[config.mk]
export PLATFORM = sky130hd
export DESIGN_NAME = rv32_instr_encoder
export DESIGN_NICKNAME = d
export VERILOG_FILES = /design/src/rtl/rv32_pkg.sv /design/src/rtl/rv32_encode_comb.sv /design/src/rtl/rv32_instr_encoder.sv
export SDC_FILE = /design/constraint.sdc
export NUM_CORES = 1
export LEC_CHECK = 0
export BUFFER_PORTS_ARGS = -buffer_cell sky130_fd_sc_hd__buf_4
export CELL_PAD_IN_SITES_DETAIL_PLACEMENT = 0
export CELL_PAD_IN_SITES_GLOBAL_PLACEMENT = 1
export CORE_MARGIN = 2
export CORE_UTILIZATION = 37
export CTS_CLUSTER_DIAMETER = 60
export CTS_CLUSTER_SIZE = 14
export DETAILED_ROUTE_END_ITERATION = 6
export PLACE_DENSITY = 0.75
export SYNTH_ARGS = -nofsm -noshare
export SYNTH_HDL_FRONTEND = slang
export SYNTH_SLANG_ARGS = --single-unit
[constraint.sdc]
create_clock -name clock -period 5.1 [get_ports clock]
set_clock_uncertainty 0.2 [all_clocks]
set_input_delay 1.02 -clock clock [delete_from_list [all_inputs] [get_ports clock]]
set_output_delay 1.02 -clock clock [all_outputs]
set_load 0.05 [all_outputs]
[src/rtl/rv32_pkg.sv]
// Shared RV32I definitions: the symbolic op enumeration, the major opcodes, funct3/funct7 values,
// and helpers that map an op to its instruction format and function fields.
package rv32_pkg;

    localparam int INSTR_W = 32;

    typedef enum logic [5:0] {
        OP_NOP = 6'd0,
        OP_ADD, OP_SUB, OP_SLL, OP_SLT, OP_SLTU, OP_XOR, OP_SRL, OP_SRA, OP_OR, OP_AND,
        OP_ADDI, OP_SLTI, OP_SLTIU, OP_XORI, OP_ORI, OP_ANDI, OP_SLLI, OP_SRLI, OP_SRAI,
        OP_LB, OP_LH, OP_LW, OP_LBU, OP_LHU,
        OP_SB, OP_SH, OP_SW,
        OP_BEQ, OP_BNE, OP_BLT, OP_BGE, OP_BLTU, OP_BGEU,
        OP_JAL, OP_LUI, OP_AUIPC, OP_JALR
    } rv32_op_e;

    typedef enum logic [3:0] {
        CLS_NONE, CLS_R, CLS_I, CLS_SH, CLS_LD, CLS_ST,
        CLS_BR, CLS_JAL, CLS_U, CLS_JALR, CLS_BAD
    } op_class_e;

    localparam logic [6:0] OPC_OP     = 7'b0110011;
    localparam logic [6:0] OPC_OP_IMM = 7'b0010011;
    localparam logic [6:0] OPC_LOAD   = 7'b0000011;
    localparam logic [6:0] OPC_STORE  = 7'b0100011;
    localparam logic [6:0] OPC_BRANCH = 7'b1100011;
    localparam logic [6:0] OPC_JAL    = 7'b1101111;
    localparam logic [6:0] OPC_JALR   = 7'b1100111;
    localparam logic [6:0] OPC_LUI    = 7'b0110111;
    localparam logic [6:0] OPC_AUIPC  = 7'b0010111;

    localparam logic [2:0] F3_ADD  = 3'd0;
    localparam logic [2:0] F3_SLL  = 3'd1;
    localparam logic [2:0] F3_SLT  = 3'd2;
    localparam logic [2:0] F3_SLTU = 3'd3;
    localparam logic [2:0] F3_XOR  = 3'd4;
    localparam logic [2:0] F3_SR   = 3'd5;
    localparam logic [2:0] F3_OR   = 3'd6;
    localparam logic [2:0] F3_AND  = 3'd7;

    localparam logic [2:0] F3_LB  = 3'd0;
    localparam logic [2:0] F3_LH  = 3'd1;
    localparam logic [2:0] F3_LW  = 3'd2;
    localparam logic [2:0] F3_LBU = 3'd4;
    localparam logic [2:0] F3_LHU = 3'd5;

    localparam logic [2:0] F3_SB = 3'd0;
    localparam logic [2:0] F3_SH = 3'd1;
    localparam logic [2:0] F3_SW = 3'd2;

    localparam logic [2:0] F3_BEQ  = 3'd0;
    localparam logic [2:0] F3_BNE  = 3'd1;
    localparam logic [2:0] F3_BLT  = 3'd4;
    localparam logic [2:0] F3_BGE  = 3'd5;
    localparam logic [2:0] F3_BLTU = 3'd6;
    localparam logic [2:0] F3_BGEU = 3'd7;

    localparam logic [6:0] F7_BASE = 7'h00;
    localparam logic [6:0] F7_ALT  = 7'h20;

    function automatic op_class_e op_class(input logic [5:0] op);
        case (op)
            OP_NOP:                                           return CLS_NONE;
            OP_ADD, OP_SUB, OP_SLL, OP_SLT, OP_SLTU,
            OP_XOR, OP_SRL, OP_SRA, OP_OR, OP_AND:            return CLS_R;
            OP_ADDI, OP_SLTI, OP_SLTIU, OP_XORI, OP_ORI,
            OP_ANDI:                                          return CLS_I;
            OP_SLLI, OP_SRLI, OP_SRAI:                        return CLS_SH;
            OP_LB, OP_LH, OP_LW, OP_LBU, OP_LHU:              return CLS_LD;
            OP_SB, OP_SH, OP_SW:                              return CLS_ST;
            OP_BEQ, OP_BNE, OP_BLT, OP_BGE, OP_BLTU, OP_BGEU: return CLS_BR;
            OP_JAL:                                           return CLS_JAL;
            OP_LUI, OP_AUIPC:                                 return CLS_U;
            OP_JALR:                                          return CLS_JALR;
            default:                                          return CLS_BAD;
        endcase
    endfunction

    function automatic logic [2:0] op_f3(input logic [5:0] op);
        case (op)
            OP_ADD, OP_SUB, OP_ADDI:              return F3_ADD;
            OP_SLL, OP_SLLI:                      return F3_SLL;
            OP_SLT, OP_SLTI:                      return F3_SLT;
            OP_SLTU, OP_SLTIU:                    return F3_SLTU;
            OP_XOR, OP_XORI:                      return F3_XOR;
            OP_SRL, OP_SRA, OP_SRLI, OP_SRAI:     return F3_SR;
            OP_OR, OP_ORI:                        return F3_OR;
            OP_AND, OP_ANDI:                      return F3_AND;
            OP_LB:                                return F3_LB;
            OP_LH:                                return F3_LH;
            OP_LW:                                return F3_LW;
            OP_LBU:                               return F3_LBU;
            OP_LHU:                               return F3_LHU;
            OP_SB:                                return F3_SB;
            OP_SH:                                return F3_SH;
            OP_SW:                                return F3_SW;
            OP_BEQ:                               return F3_BEQ;
            OP_BNE:                               return F3_BNE;
            OP_BLT:                               return F3_BLT;
            OP_BGE:                               return F3_BGE;
            OP_BLTU:                              return F3_BLTU;
            OP_BGEU:                              return F3_BGEU;
            default:                              return 3'd0;
        endcase
    endfunction

    function automatic logic [6:0] op_f7(input logic [5:0] op);
        case (op)
            OP_SUB, OP_SRA, OP_SRAI: return F7_ALT;
            default:                 return F7_BASE;
        endcase
    endfunction

endpackage

[src/rtl/rv32_encode_comb.sv]
// Purely combinational op/fields -> {RV32I word, illegal}; unused fields are forced to zero.
// Immediate range checking is compiled in only when RANGE_CHECK_EN is defined.
module rv32_encode_comb
    import rv32_pkg::*;
(
    input  logic [5:0]         op_i,
    input  logic [4:0]         rd_i,
    input  logic [4:0]         rs1_i,
    input  logic [4:0]         rs2_i,
    input  logic [31:0]        imm_i,
    output logic [INSTR_W-1:0] word_o,
    output logic               illegal_o
);

    op_class_e  cls;
    logic [2:0] f3;
    logic [6:0] f7;
    logic       imm_bad;

    assign cls = op_class(op_i);
    assign f3  = op_f3(op_i);
    assign f7  = op_f7(op_i);

    always_comb begin
        word_o = '0;
        case (cls)
            CLS_R:    word_o = {f7, rs2_i, rs1_i, f3, rd_i, OPC_OP};
            CLS_I:    word_o = {imm_i[11:0], rs1_i, f3, rd_i, OPC_OP_IMM};
            CLS_SH:   word_o = {f7, imm_i[4:0], rs1_i, f3, rd_i, OPC_OP_IMM};
            CLS_LD:   word_o = {imm_i[11:0], rs1_i, f3, rd_i, OPC_LOAD};
            CLS_ST:   word_o = {imm_i[11:5], rs2_i, rs1_i, f3, imm_i[4:0], OPC_STORE};
            CLS_BR:   word_o = {imm_i[12], imm_i[10:5], rs2_i, rs1_i, f3,
                                imm_i[4:1], imm_i[11], OPC_BRANCH};
            CLS_JAL:  word_o = {imm_i[20], imm_i[10:1], imm_i[11], imm_i[19:12], rd_i, OPC_JAL};
            CLS_U:    word_o = {imm_i[31:12], rd_i, (op_i == OP_LUI) ? OPC_LUI : OPC_AUIPC};
            CLS_JALR: word_o = {imm_i[11:0], rs1_i, 3'b000, rd_i, OPC_JALR};
            default:  word_o = '0;
        endcase
    end

`ifdef RANGE_CHECK_EN
    logic signed [31:0] simm;
    assign simm = $signed(imm_i);

    // Offsets must fit the encoded field exactly; branch/jump targets must also be halfword aligned.
    always_comb begin
        imm_bad = 1'b0;
        case (cls)
            CLS_I, CLS_LD, CLS_ST, CLS_JALR:
                imm_bad = (simm < -32'sd2048) || (simm > 32'sd2047);
            CLS_SH:
                imm_bad = (imm_i[31:5] != 27'd0);
            CLS_BR:
                imm_bad = (simm < -32'sd4096) || (simm > 32'sd4094) || imm_i[0];
            CLS_JAL:
                imm_bad = (simm < -32'sd1048576) || (simm > 32'sd1048574) || imm_i[0];
            CLS_U:
                imm_bad = (imm_i[11:0] != 12'd0);
            default:
                imm_bad = 1'b0;
        endcase
    end
`else
    assign imm_bad = 1'b0;
`endif

    assign illegal_o = (cls == CLS_BAD) || imm_bad;

endmodule

[src/rtl/rv32_instr_encoder.sv]
// RV32I instruction encoder / program loader: encodes a request and writes it to the next word.
// Latency: transfer in cycle N -> mem_we in N+1, one per cycle; req_ready drops while full or on start.
// Optional immediate range checking: define RANGE_CHECK_EN.
module rv32_instr_encoder
    import rv32_pkg::*;
#(
    parameter int          AW        = 8,
    parameter int unsigned BASE_ADDR = 0,
    parameter int          DEPTH     = 256
) (
    input  logic               clock,
    input  logic               reset,
    input  logic               start,
    input  logic               req_valid,
    output logic               req_ready,
    input  logic [5:0]         req_op,
    input  logic [4:0]         req_rd,
    input  logic [4:0]         req_rs1,
    input  logic [4:0]         req_rs2,
    input  logic [31:0]        req_imm,
    output logic               mem_we,
    output logic [AW-1:0]      mem_addr,
    output logic [INSTR_W-1:0] mem_wdata,
    output logic [AW:0]        count,
    output logic               full,
    output logic               err
);

    localparam logic [AW-1:0] BASE    = AW'(BASE_ADDR);
    localparam logic [AW:0]   DEPTH_C = (AW+1)'(DEPTH);

    logic [INSTR_W-1:0] enc_word;
    logic               enc_illegal;
    logic               xfer;

    logic               we_q, we_d;
    logic [AW-1:0]      addr_q, addr_d;
    logic [INSTR_W-1:0] wdata_q, wdata_d;
    logic [AW-1:0]      ptr_q, ptr_d;
    logic [AW:0]        cnt_q, cnt_d;
    logic               err_q, err_d;

    rv32_encode_comb u_encode (
        .op_i      (req_op),
        .rd_i      (req_rd),
        .rs1_i     (req_rs1),
        .rs2_i     (req_rs2),
        .imm_i     (req_imm),
        .word_o    (enc_word),
        .illegal_o (enc_illegal)
    );

    assign full      = (cnt_q == DEPTH_C);
    assign req_ready = !full && !start;
    assign xfer      = req_valid && req_ready;

    // Legality is known at transfer time, so count/full advance on the same edge that raises mem_we;
    // that is what lets full block the request right after the last accepted write.
    always_comb begin
        we_d    = 1'b0;
        addr_d  = addr_q;
        wdata_d = wdata_q;
        ptr_d   = ptr_q;
        cnt_d   = cnt_q;
        err_d   = err_q;
        if (start) begin
            ptr_d = BASE;
            cnt_d = '0;
            err_d = 1'b0;
        end else if (xfer) begin
            if (enc_illegal) begin
                err_d = 1'b1;
            end else begin
                we_d    = 1'b1;
                addr_d  = ptr_q;
                wdata_d = enc_word;
                ptr_d   = ptr_q + 1'b1;
                cnt_d   = cnt_q + 1'b1;
            end
        end
    end

    always_ff @(posedge clock or posedge reset) begin
        if (reset) begin
            we_q    <= 1'b0;
            addr_q  <= BASE;
            wdata_q <= '0;
            ptr_q   <= BASE;
            cnt_q   <= '0;
            err_q   <= 1'b0;
        end else begin
            we_q    <= we_d;
            addr_q  <= addr_d;
            wdata_q <= wdata_d;
            ptr_q   <= ptr_d;
            cnt_q   <= cnt_d;
            err_q   <= err_d;
        end
    end

    assign mem_we    = we_q;
    assign mem_addr  = addr_q;
    assign mem_wdata = wdata_q;
    assign count     = cnt_q;
    assign err       = err_q;

endmodule

==> results.md, run 1 <==
* DRC Markers at 0
* Starting DRT DRC Count at between 150 and 200
* Clock power share at a little under a third
* Clock Root Buffer: clkbuf_8
* Overflow after GRT at 0
* Status: finished clean
* Effective utilization at floorplan at about two fifths
* Final HPWL DP at 7149 um
* Final max-slew violation count at 0
* Ports at 110
* Psw at ~450 uW
* Setup TNS at 0 ps
* Clock Sinks at a little under 60
* Final WL at around 9900 um
* CORE AREA at 9240 um2
* Rel. slew slack at a little under half
* Layout area overhead at 30.27%
* Synth Flop Type: dfrtp_1
* # hold bufs at CTS at 0
* Worst-skew pair later-pin latency at about 340 ps
* Fillers at 889
* Syn nets at about 450
* Critical path peak fanout at 50
* Gpl congestion at roughly 0.84
* WP data required at 5120 ps
* Via-to-Cell Ratio at 5.398
* Pint at 859.2 uW
* Worst path cell trace: buf_4, ha_1, or2_4, nand3_1, a31o_4, inv_2, o41a_4, o31a_1, a221o_1
* Register Area at 1451 um2
* TritonCTS clock tree: done
* Yosys warns at 0
* Commonest non-fill, non-tap cells in the layout: 112 x buf_4, 62 x nand2_1, 58 x dfrtp_1, 31 x nor2_1, 16 x o21ai_0
* Post-CTS Setup Bufs at 0
* Final #Nets at between 500 and 600
* Antenna Nets Post-Route at 0
* Crit path buf inv count at 2
* Synth top area cells: dfrtp_1 41%, nand2_1 6.6%, ha_1 4.3%, nor2_1 3.3%, a221o_1 2.6%
* Flop pwr share at between 30% and 40%
* Layout cells sized above 1 at roughly 31%
* Max rail drop VDD at around 0.14 mV
* First-pass GRT wire length at between 15000 and 20000 um
* Crit share post-route at approximately three quarters
* Share of the synthesized area in the top cell type at 41.16%
* Synth cell types at 66
* RSZ-0062 raised after global routing: no
* Initial antenna violation count at 0
* Die Y at around 100 um
* Pwr/cell area at around 290 nW/um2
* Mean Syn Cell Area at just over 9 um2
* Final hold vios at 0
* Largest net degree at the start of global routing at a little under 60
* Kind of cell adding the most delay to the critical path: compound AO/OA/AOI/OAI gates
* WS Path Type: in -> reg
* Port-buffer cells at around 110
* Crit path largest cell delay at approximately 600 ps
* Die area at between 10000 and 15000 um2
* Commonest non-fill, non-tap cell in the layout: buf_4
* Routed WL per cell at 16.07 um
* Mapped Area at between 3000 and 4000 um2
* Critical Path Start Type: input pin
* Dominant cell type by area after synthesis: dfrtp_1
* Yosys reg bits at 58
* GR Util All Layers at a little under 20%
* Static Leak at 0.002276 uW
* Async set or reset register ratio after synthesis at between 90% and 100%
* CP Capture Type: register
* Post-CTS sizing at 0
* MaxCap Viol Count at 0
* CTS Buf Count at 9
* Site Rows at 35
* Clk buf depth at 2
* Worst Hold Class: reg -> reg
* Data arrival, critical path at ~3800 ps
* Logic gate share of total power at between 20 and 30%
* Register area share after synthesis at between 40 and 50%
* N_diodes at 0
* TritonRoute pass-1 iters at 6
* DR vias at ~3300
* Clk slew on worst S/H paths at around 70 ps
* Vias in the first global route at 3103
* Die width at slightly above 100 um
* H-tree depth at 3
* Slowest cell on crit path: a31o_4
* Post-layout min period at 3820 ps
* Fin worst setup slack at around 1300 ps
* Switching Fraction at ~35%
* Worst slack, placed at around 940 ps
* Fmax at around 0.26 GHz
* Multi-input gate area at 1877 um2
* Final setup fails at 0
* Post-Syn Instances at 379
* EDFF count, synth at 0
* Worst Tran Pin Value at a little over 800 ps
-- stage by stage --
step / power, uW / area (um2) / std cells / hold WS (ps) / utilization [%]
after floorplan: 775.2 / 3526 / 379 / 258.6 / -
after global placement: 903.1 / 4398 / 597 / 267.2 / 47.60
after detailed placement: 904.7 / 4398 / 597 / 270.0 / 47.60
after CTS: 1325 / 4593 / 613 / 287.4 / 49.71
after global routing: 1371 / 4593 / 613 / 306.7 / 49.71
final: 1313 / 4593 / 613 / 280.3 / 49.71
-- power by group through the flow --
stage | Sequential, uW | Clock (uW) | Combinational (uW)
2_1_floorplan | 635 | 0 | 140
3_3_place_gp | 526 | 0 | 377
3_5_place_dp | 526 | 0 | 378
4_1_cts | 519 | 428 | 378
5_1_grt | 522 | 446 | 404
6_report | 518 | 418 | 376
-- flip-flops by register name (all words and copies together), names as in the netlist --
name and cells:
ptr_q 8, mem_addr 8, mem_we 1, mem_wdata 31
err 1, count 9
-- synthesized netlist by cell type, types with 5 or more instances --
library cell / instances
a21oi_1: 10
a221o_1: 9
a32oi_1: 6
o21ai_0: 16
buf_2: 11
nand3_1: 7
a22o_1: 6
nor3_1: 7
o221ai_1: 6
xor2_1: 8
a21o_1: 5
or3_1: 6
xnor2_1: 6
dfrtp_1: 58
ha_1: 12
inv_1: 16
nand2_1: 62
nor2_1: 31
nand4_1: 8
clkbuf_1: 7
mux2i_1: 5
and3_1: 9
-- logic make-up (layout without fill, tap and decap cells) --
logic type | Yosys count | count (layout) | synth area share, %
compound gates | 101 | 101 | 23.49
xor+xnor | 14 | 14 | 3.478
fa+ha+maj | 12 | 12 | 4.258
buf+inv | 41 | 146 | 5.607
flops | 58 | 58 | 41.16
mux | 6 | 6 | 1.739
simple gates | 147 | 147 | 20.26
-- worst paths after layout --
kind / from / end / slack (ps) / cells past startpoint
min reg2reg: mem_addr[6] / mem_addr[6] / 280 / 2
max: req_op[0] / mem_wdata[7] / 1280 / 9
min in group asynchronous: reset / mem_addr[2] / 690 / 3
min: mem_addr[6] / mem_addr[6] / 280 / 2
max reg2reg: count[2] / mem_wdata[7] / 1690 / 7
max in group asynchronous: reset / mem_wdata[28] / 3540 / 3
-- area by class of cell --
cell class | count | area share, %
Multi-Input combinational cell | 280 | 40.86
Sequential cell | 58 | 31.60
Timing Repair Buffer | 112 | 18.31
Tap cell | 129 | 3.514
Clock buffer | 11 | 3.078
Inverter | 18 | 1.471
Clock inverter | 5 | 1.171
-- tightest hold or removal path, cell delays in order (launching register included) --
cell and delay, ps:
dfrtp_1 350, nand2_1 50, nand2_1 50
-- routing by layer --
layer  global-route usage (%)  wire (um)
met4                    7.796        178
met2                    30.72       4812
met3                    3.589        547
met1                    27.06       4312
met5                        0          0
Power figures use the tool's default switching activity.
==> run 2: changes to the inputs <==
Settings changed: CORE_UTILIZATION 37 to 35, PLACE_DENSITY 0.75 to 0.74.
Clock period 5.1 ns to 3.5 ns, I/O delays scaled along.
==> results.md, run 2 (synthesis gave the netlist of run 1 again) <==
* Status: finished clean (unchanged)
* Static Leak at 0.002312 uW (was 0.002276 uW)
* DR vias at 3289 (was 3309)
* Slowest cell on crit path: nor2_1 (was a31o_4)
* Initial antenna violation count at 0 (unchanged)
* Kind of cell adding the most delay to the critical path: compound AO/OA/AOI/OAI gates (unchanged)
* CTS Buf Count at 9 (unchanged)
* Final Cell Area at 4669 um2 (was 4593 um2)
* Worst slack, placed at 293.9 ps (was 937.1 ps)
* Critical path's most frequent cell: nor2_1
* Routed WL per cell at 16.24 um (was 16.07 um)
* Final #Nets at 556 (was 548)
* Die width at 104.4 um (was 101.6 um)
* Clk buf depth at 2 (unchanged)
* Worst-skew pair later-pin latency at 340 ps (about the same)
* Effective utilization at floorplan at 36.07% (was 38.16%)
* Clock Sinks at 58 (unchanged)
* Port-buffer cells at 109 (unchanged)
* N_diodes at 0 (unchanged)
* H-tree depth at 3 (unchanged)
* Max rail drop VDD at 0.1480 mV (was 0.1359 mV)
* Final setup fails at 0 (unchanged)
* Antenna Nets Post-Route at 0 (unchanged)
* RSZ-0062 raised after global routing: no (unchanged)
* Final HPWL DP at 7650 um (was 7149 um)
* Post-CTS sizing at 0 (unchanged)
* Via-to-Cell Ratio at 5.262 (was 5.398)
* Logic gate share of total power at 28.9% (was 28.7%)
* Data arrival, critical path at 2910 ps (was 3840 ps)
* Dpl cell area at 4468 um2 (was 4398 um2)
* WS Path Type: in -> reg (unchanged)
* Commonest non-fill, non-tap cells in the layout: 120 x buf_4, 62 x nand2_1, 58 x dfrtp_1, 31 x nor2_1, 16 x o21ai_0 (was 112 x buf_4, 62 x nand2_1, 58 x dfrtp_1, 31 x nor2_1, 16 x o21ai_0)
* Fin worst setup slack at 607.8 ps (was 1280 ps)
* Largest net degree at the start of global routing at 26 (was 59)
* # hold bufs at CTS at 0 (unchanged)
* Critical path peak fanout at 7 (was 50)
* Gpl congestion at 0.8650 (was 0.8406)
* Worst path cell trace: buf_4, inv_1, ha_1, mux2i_1, o32ai_1, nor2_1, nor2_1, o31a_1, a221o_1 (was buf_4, ha_1, or2_4, nand3_1, a31o_4, inv_2, o41a_4, o31a_1, a221o_1)
* Clock Root Buffer: clkbuf_8 (unchanged)
* Die area at 10890 um2 (was 10330 um2)
* Crit path largest cell delay at 470 ps (was 600 ps)
* Worst Reg2Reg Path Length in Cells at 8 (was 7)
* Flop pwr share at 38.5% (was 39.5%)
* Post-CTS Setup Bufs at 0 (unchanged)
* Layout cells sized above 1 at 32.52% (was 30.99%)
* Critical Path Start Type: input pin (unchanged)
* Ports at 110 (unchanged)
* R2r setup slk at 690 ps (was 1690 ps)
* CORE AREA at 9774 um2 (was 9240 um2)
* Crit path buf inv count at 2 (unchanged)
* Switching Fraction at 36.02% (was 34.55%)
* Post-layout min period at slightly below 3000 ps
* Psw at 701.3 uW (was 453.5 uW)
* First-pass GRT wire length at 16300 um (was 15850 um)
* Final max-slew violation count at 0 (unchanged)
* Clock power share at 32.6% (was 31.9%)
* DRC Markers at 0 (unchanged)
* Crit share post-route at between 80% and 90%
* Clk slew on worst S/H paths at 80 ps (was 70 ps)
* Worst Tran Pin Value at 549.6 ps (was 809.2 ps)
* WP data required at 3520 ps (was 5120 ps)
* Rel. slew slack at 63.22% (was 45.85%)
* Worst Hold Class: in -> async (was reg -> reg)
* Final hold vios at 0 (unchanged)
* Site Rows at 36 (was 35)
* GR Util All Layers at 18.53% (was 19.68%)
* CP Capture Type: register (unchanged)
* Overflow after GRT at 0 (unchanged)
* Pwr/cell area at 416.9 nW/um2 (was 285.8 nW/um2)
* MaxCap Viol Count at 0 (unchanged)
* Die Y at 104.4 um (was 101.6 um)
* Setup TNS at 0 ps (unchanged)
* Final WL at 10150 um (was 9851 um)
* Fmax at between 0.3 and 0.4 GHz
* Pint at 1246 uW (was 859.2 uW)
* Placed cells at 609 (was 597)
* TritonRoute pass-1 iters at 4 (was 6)
* Reg-to-Reg Start: count[3] (was count[2])
* Max FFs per register at 31 (unchanged)
* TritonCTS clock tree: done (unchanged)
* Fillers at 976 (was 889)
* Layout area overhead at 32.43% (was 30.27%)
* Reg2reg end: mem_wdata[7] (unchanged)
* Commonest non-fill, non-tap cell in the layout: buf_4 (unchanged)
* Fin cells at 625 (was 613)
* Vias in the first global route at 3166 (was 3103)
* Starting DRT DRC Count at 204 (was 169)
## run 2: per-stage QoR
stage	power (uW)	util (%)	hold slack, ps
2_1_floorplan	1130	-	258.6
3_3_place_gp	1322	45.71	260.2
3_5_place_dp	1326	45.71	265.2
4_1_cts	1957	47.77	211.2
5_1_grt	2030	47.77	245.1
6_report	1947	47.77	194.5
## run 2: worst register-to-register path: stages, from the launching register on
cell and delay [ps]:
dfrtp_1 470, or4_4 570, o311ai_4 330, a31o_4 300, inv_2 120, o41ai_2 110
buf_4 280, a21oi_1 60, a221o_1 250
## run 2: worst max-delay path by stage
stage,start,to,slack (ps),cells past startpoint
detailed placement,req_op[0],mem_wdata[7],290,10
global placement,req_op[0],mem_wdata[7],320,10
finish,req_op[0],mem_wdata[7],610,9
global route,req_op[3],mem_wdata[7],500,11
CTS,req_op[0],mem_wdata[7],640,10
floorplan,req_op[2],mem_wdata[13],240,10
## run 2: cell type report
type | instances | area (um2) | area share [%]
Multi-Input combinational cell | 280 | 1882 | 40.30
Sequential cell | 58 | 1451 | 31.08
Timing Repair Buffer | 120 | 900.9 | 19.29
Tap cell | 133 | 166.4 | 3.564
Clock buffer | 9 | 123.9 | 2.653
Clock inverter | 7 | 77.57 | 1.661
Inverter | 18 | 67.56 | 1.447
## run 2: metal layers
metal | up-vias | wire (um) | GRT usage (%)
met4 | 0 | 175 | 6.564
li1 | 1604 | - | -
met3 | 11 | 401 | 2.506
met1 | 1569 | 4533 | 24.50
met5 | - | 0 | 0
met2 | 105 | 5040 | 30.95
## run 2: power by group through the flow
stage	Sequential [uW]	Combinational (uW)	Clock [uW]
after floorplan	925	204	0
after global placement	762	560	0
after detailed placement	762	564	0
after CTS	750	565	642
after global routing	755	599	676
final	749	562	635
==> run 3: changes to the inputs <==
Settings changed: CORE_UTILIZATION 35 to 37, PLACE_DENSITY 0.74 to 0.75.
Clock period 3.5 ns to 2.9 ns, I/O delays scaled along.
==> results.md, run 3 (synthesis gave the netlist of run 1 again) <==
* N_diodes at 0 (unchanged)
* Worst-skew pair later-pin latency at 340 ps (about the same)
* Effective utilization at floorplan at 38.16% (was 36.07%)
* Routed WL per cell at 15.28 um (was 16.24 um)
* Clock Sinks at 58 (unchanged)
* Overflow after GRT at 0 (unchanged)
* Data arrival, critical path at 2720 ps (was 2910 ps)
* Vias in the first global route at 3357 (was 3166)
* Clk slew on worst S/H paths at 80 ps (about the same)
* Worst Setup SP: req_op[0] (unchanged)
* H-tree depth at 3 (unchanged)
* CORE AREA at 9240 um2 (was 9774 um2)
* Gpl congestion at 0.9375 (was 0.8650)
* Site Rows at 35 (was 36)
* Layout area overhead at 42.19% (was 32.43%)
* RSZ-0062 raised after global routing: no (unchanged)
* Initial antenna violation count at 0 (unchanged)
* Post-layout min period at between 2000 and 3000 ps
* MaxCap Viol Count at 0 (unchanged)
* Die Y at 101.6 um (was 104.4 um)
* Post-CTS sizing at 0 (unchanged)
* Layout cells sized above 1 at 37.12% (was 32.52%)
* TritonCTS clock tree: done (unchanged)
* DRC Markers at 0 (unchanged)
* Crit path buf inv count at 2 (unchanged)
* Crit path largest cell delay at 540 ps (was 470 ps)
* Static Leak at 0.002512 uW (was 0.002312 uW)
* Max rail drop VDD at 0.2363 mV (was 0.1480 mV)
* Fin cells at 657 (was 625)
* Dpl cell area at 4788 um2 (was 4468 um2)
* DR vias at 3389 (was 3289)
* Fmax at between 0.3 and 0.4 GHz
* Final setup fails at 0 (unchanged)
* TritonRoute pass-1 iters at 4 (unchanged)
* Final #Nets at 592 (was 556)
* CTS Buf Count at 9 (unchanged)
* Critical path peak fanout at 10 (was 7)
* Commonest non-fill, non-tap cells in the layout: 153 x buf_4, 62 x nand2_1, 58 x dfrtp_1, 31 x nor2_1 (was 120 x buf_4, 62 x nand2_1, 58 x dfrtp_1, 31 x nor2_1, 16 x o21ai_0)
* Clk buf depth at 2 (unchanged)
* Port-buffer cells at 109 (unchanged)
* Pwr/cell area at 495.4 nW/um2 (was 416.9 nW/um2)
* Critical Path Start Type: input pin (unchanged)
* Status: finished clean (unchanged)
* Largest net degree at the start of global routing at 59 (was 26)
* Final HPWL DP at 7675 um (was 7650 um)
* Rel. slew slack at 51.13% (was 63.22%)
* GR Util All Layers at 20.49% (was 18.53%)
* CP Capture Type: register (unchanged)
* Worst path cell trace: buf_4, inv_1, ha_1, nor3b_2, a2111o_1, a21oi_4, o41a_4, o31a_1, a221o_1 (was buf_4, inv_1, ha_1, mux2i_1, o32ai_1, nor2_1, nor2_1, o31a_1, a221o_1)
* Kind of cell adding the most delay to the critical path: compound AO/OA/AOI/OAI gates (unchanged)
* Starting DRT DRC Count at 116 (was 204)
* Multi-input gate area at 1899 um2 (was 1882 um2)
* Fillers at 874 (was 976)
* Worst slack, placed at -136.4 ps (was 293.9 ps)
* Die width at 101.6 um (was 104.4 um)
* Reg-to-Reg Start: count[2] (was count[3])
* WS Path Type: in -> reg (unchanged)
* Clock Root Buffer: clkbuf_8 (unchanged)
* Post-CTS Setup Bufs at 0 (unchanged)
* Die area at 10330 um2 (was 10890 um2)
* Final WL at 10040 um (was 10150 um)
* Final Cell Area at 5014 um2 (was 4669 um2)
* First-pass GRT wire length at 16540 um (was 16300 um)
* Fin worst setup slack at 206.1 ps (was 607.8 ps)
* Crit share post-route at between 90 and 100%
* Final hold vios at 0 (unchanged)
* Via-to-Cell Ratio at 5.158 (was 5.262)
* Antenna Nets Post-Route at 0 (unchanged)
* WP data required at 2930 ps (was 3520 ps)
* Placed cells at 641 (was 609)
* Worst Hold Class: in -> async (unchanged)
* Final max-slew violation count at 0 (unchanged)
* # hold bufs at CTS at 0 (unchanged)
* Commonest non-fill, non-tap cell in the layout: buf_4 (unchanged)
* Register Area at 1451 um2 (unchanged)
* Worst Tran Pin Value at 733.0 ps (was 549.6 ps)
* Setup TNS at 0 ps (unchanged)
* Ports at 110 (unchanged)
* Slowest cell on crit path: o41a_4 (was nor2_1)
* Max FFs per register at 31 (unchanged)
[run 3: power breakdown]
| part | switching (uW) | total [uW] | internal [uW] |
|---|---|---|---|
| sequential | 37.3 | 904 | 867 |
| clock | 368 | 858 | 489 |
| combinational | 450 | 722 | 272 |
| total | 856 | 2480 | 1630 |
[run 3: layout make-up]
class	instances	area share (%)
Clock inverter	7	2.021
Tap cell	129	3.219
Inverter	18	1.348
Sequential cell	58	28.95
Timing Repair Buffer	156	24.11
Clock buffer	9	2.471
Multi-Input combinational cell	280	37.88
[run 3: worst reg2reg max path: stages (launching register included)]
cell and delay, ps:
dfrtp_1 450, or4_4 600, o311ai_4 340, a31o_4 220, inv_2 90, o41a_4 150, o31a_1 190, a221o_1 310
[run 3: final timing paths]
kind	end	slack [ps]	cells after the start
min in group clock	mem_wdata[26]	250	2
setup / recovery	mem_wdata[7]	210	9
max in group asynchronous	mem_wdata[5]	1770	3
hold / removal	mem_addr[3]	240	3
setup reg to reg	mem_wdata[7]	250	7
hold reg to reg	mem_addr[6]	280	2
[run 3: metal layers]
metal  track usage (%)  vias up  share of wire [%]
li1                  -     1664                  -
met1             27.26     1629                 46
met2             33.25       83                 49
met3             3.589       13                3.4
met4             7.900        0                1.8
met5                 0        -                  0
[run 3: metrics by stage]
stage                     total power, uW  hold WS [ps]  utilization (%)
after global routing                 2602         221.7            54.26
after detailed placement             1645         266.2            51.82
after CTS                            2510         226.4            54.26
after floorplan                      1365         258.6                -
final                                2484         241.1            54.26
after global placement               1639         259.0            51.82
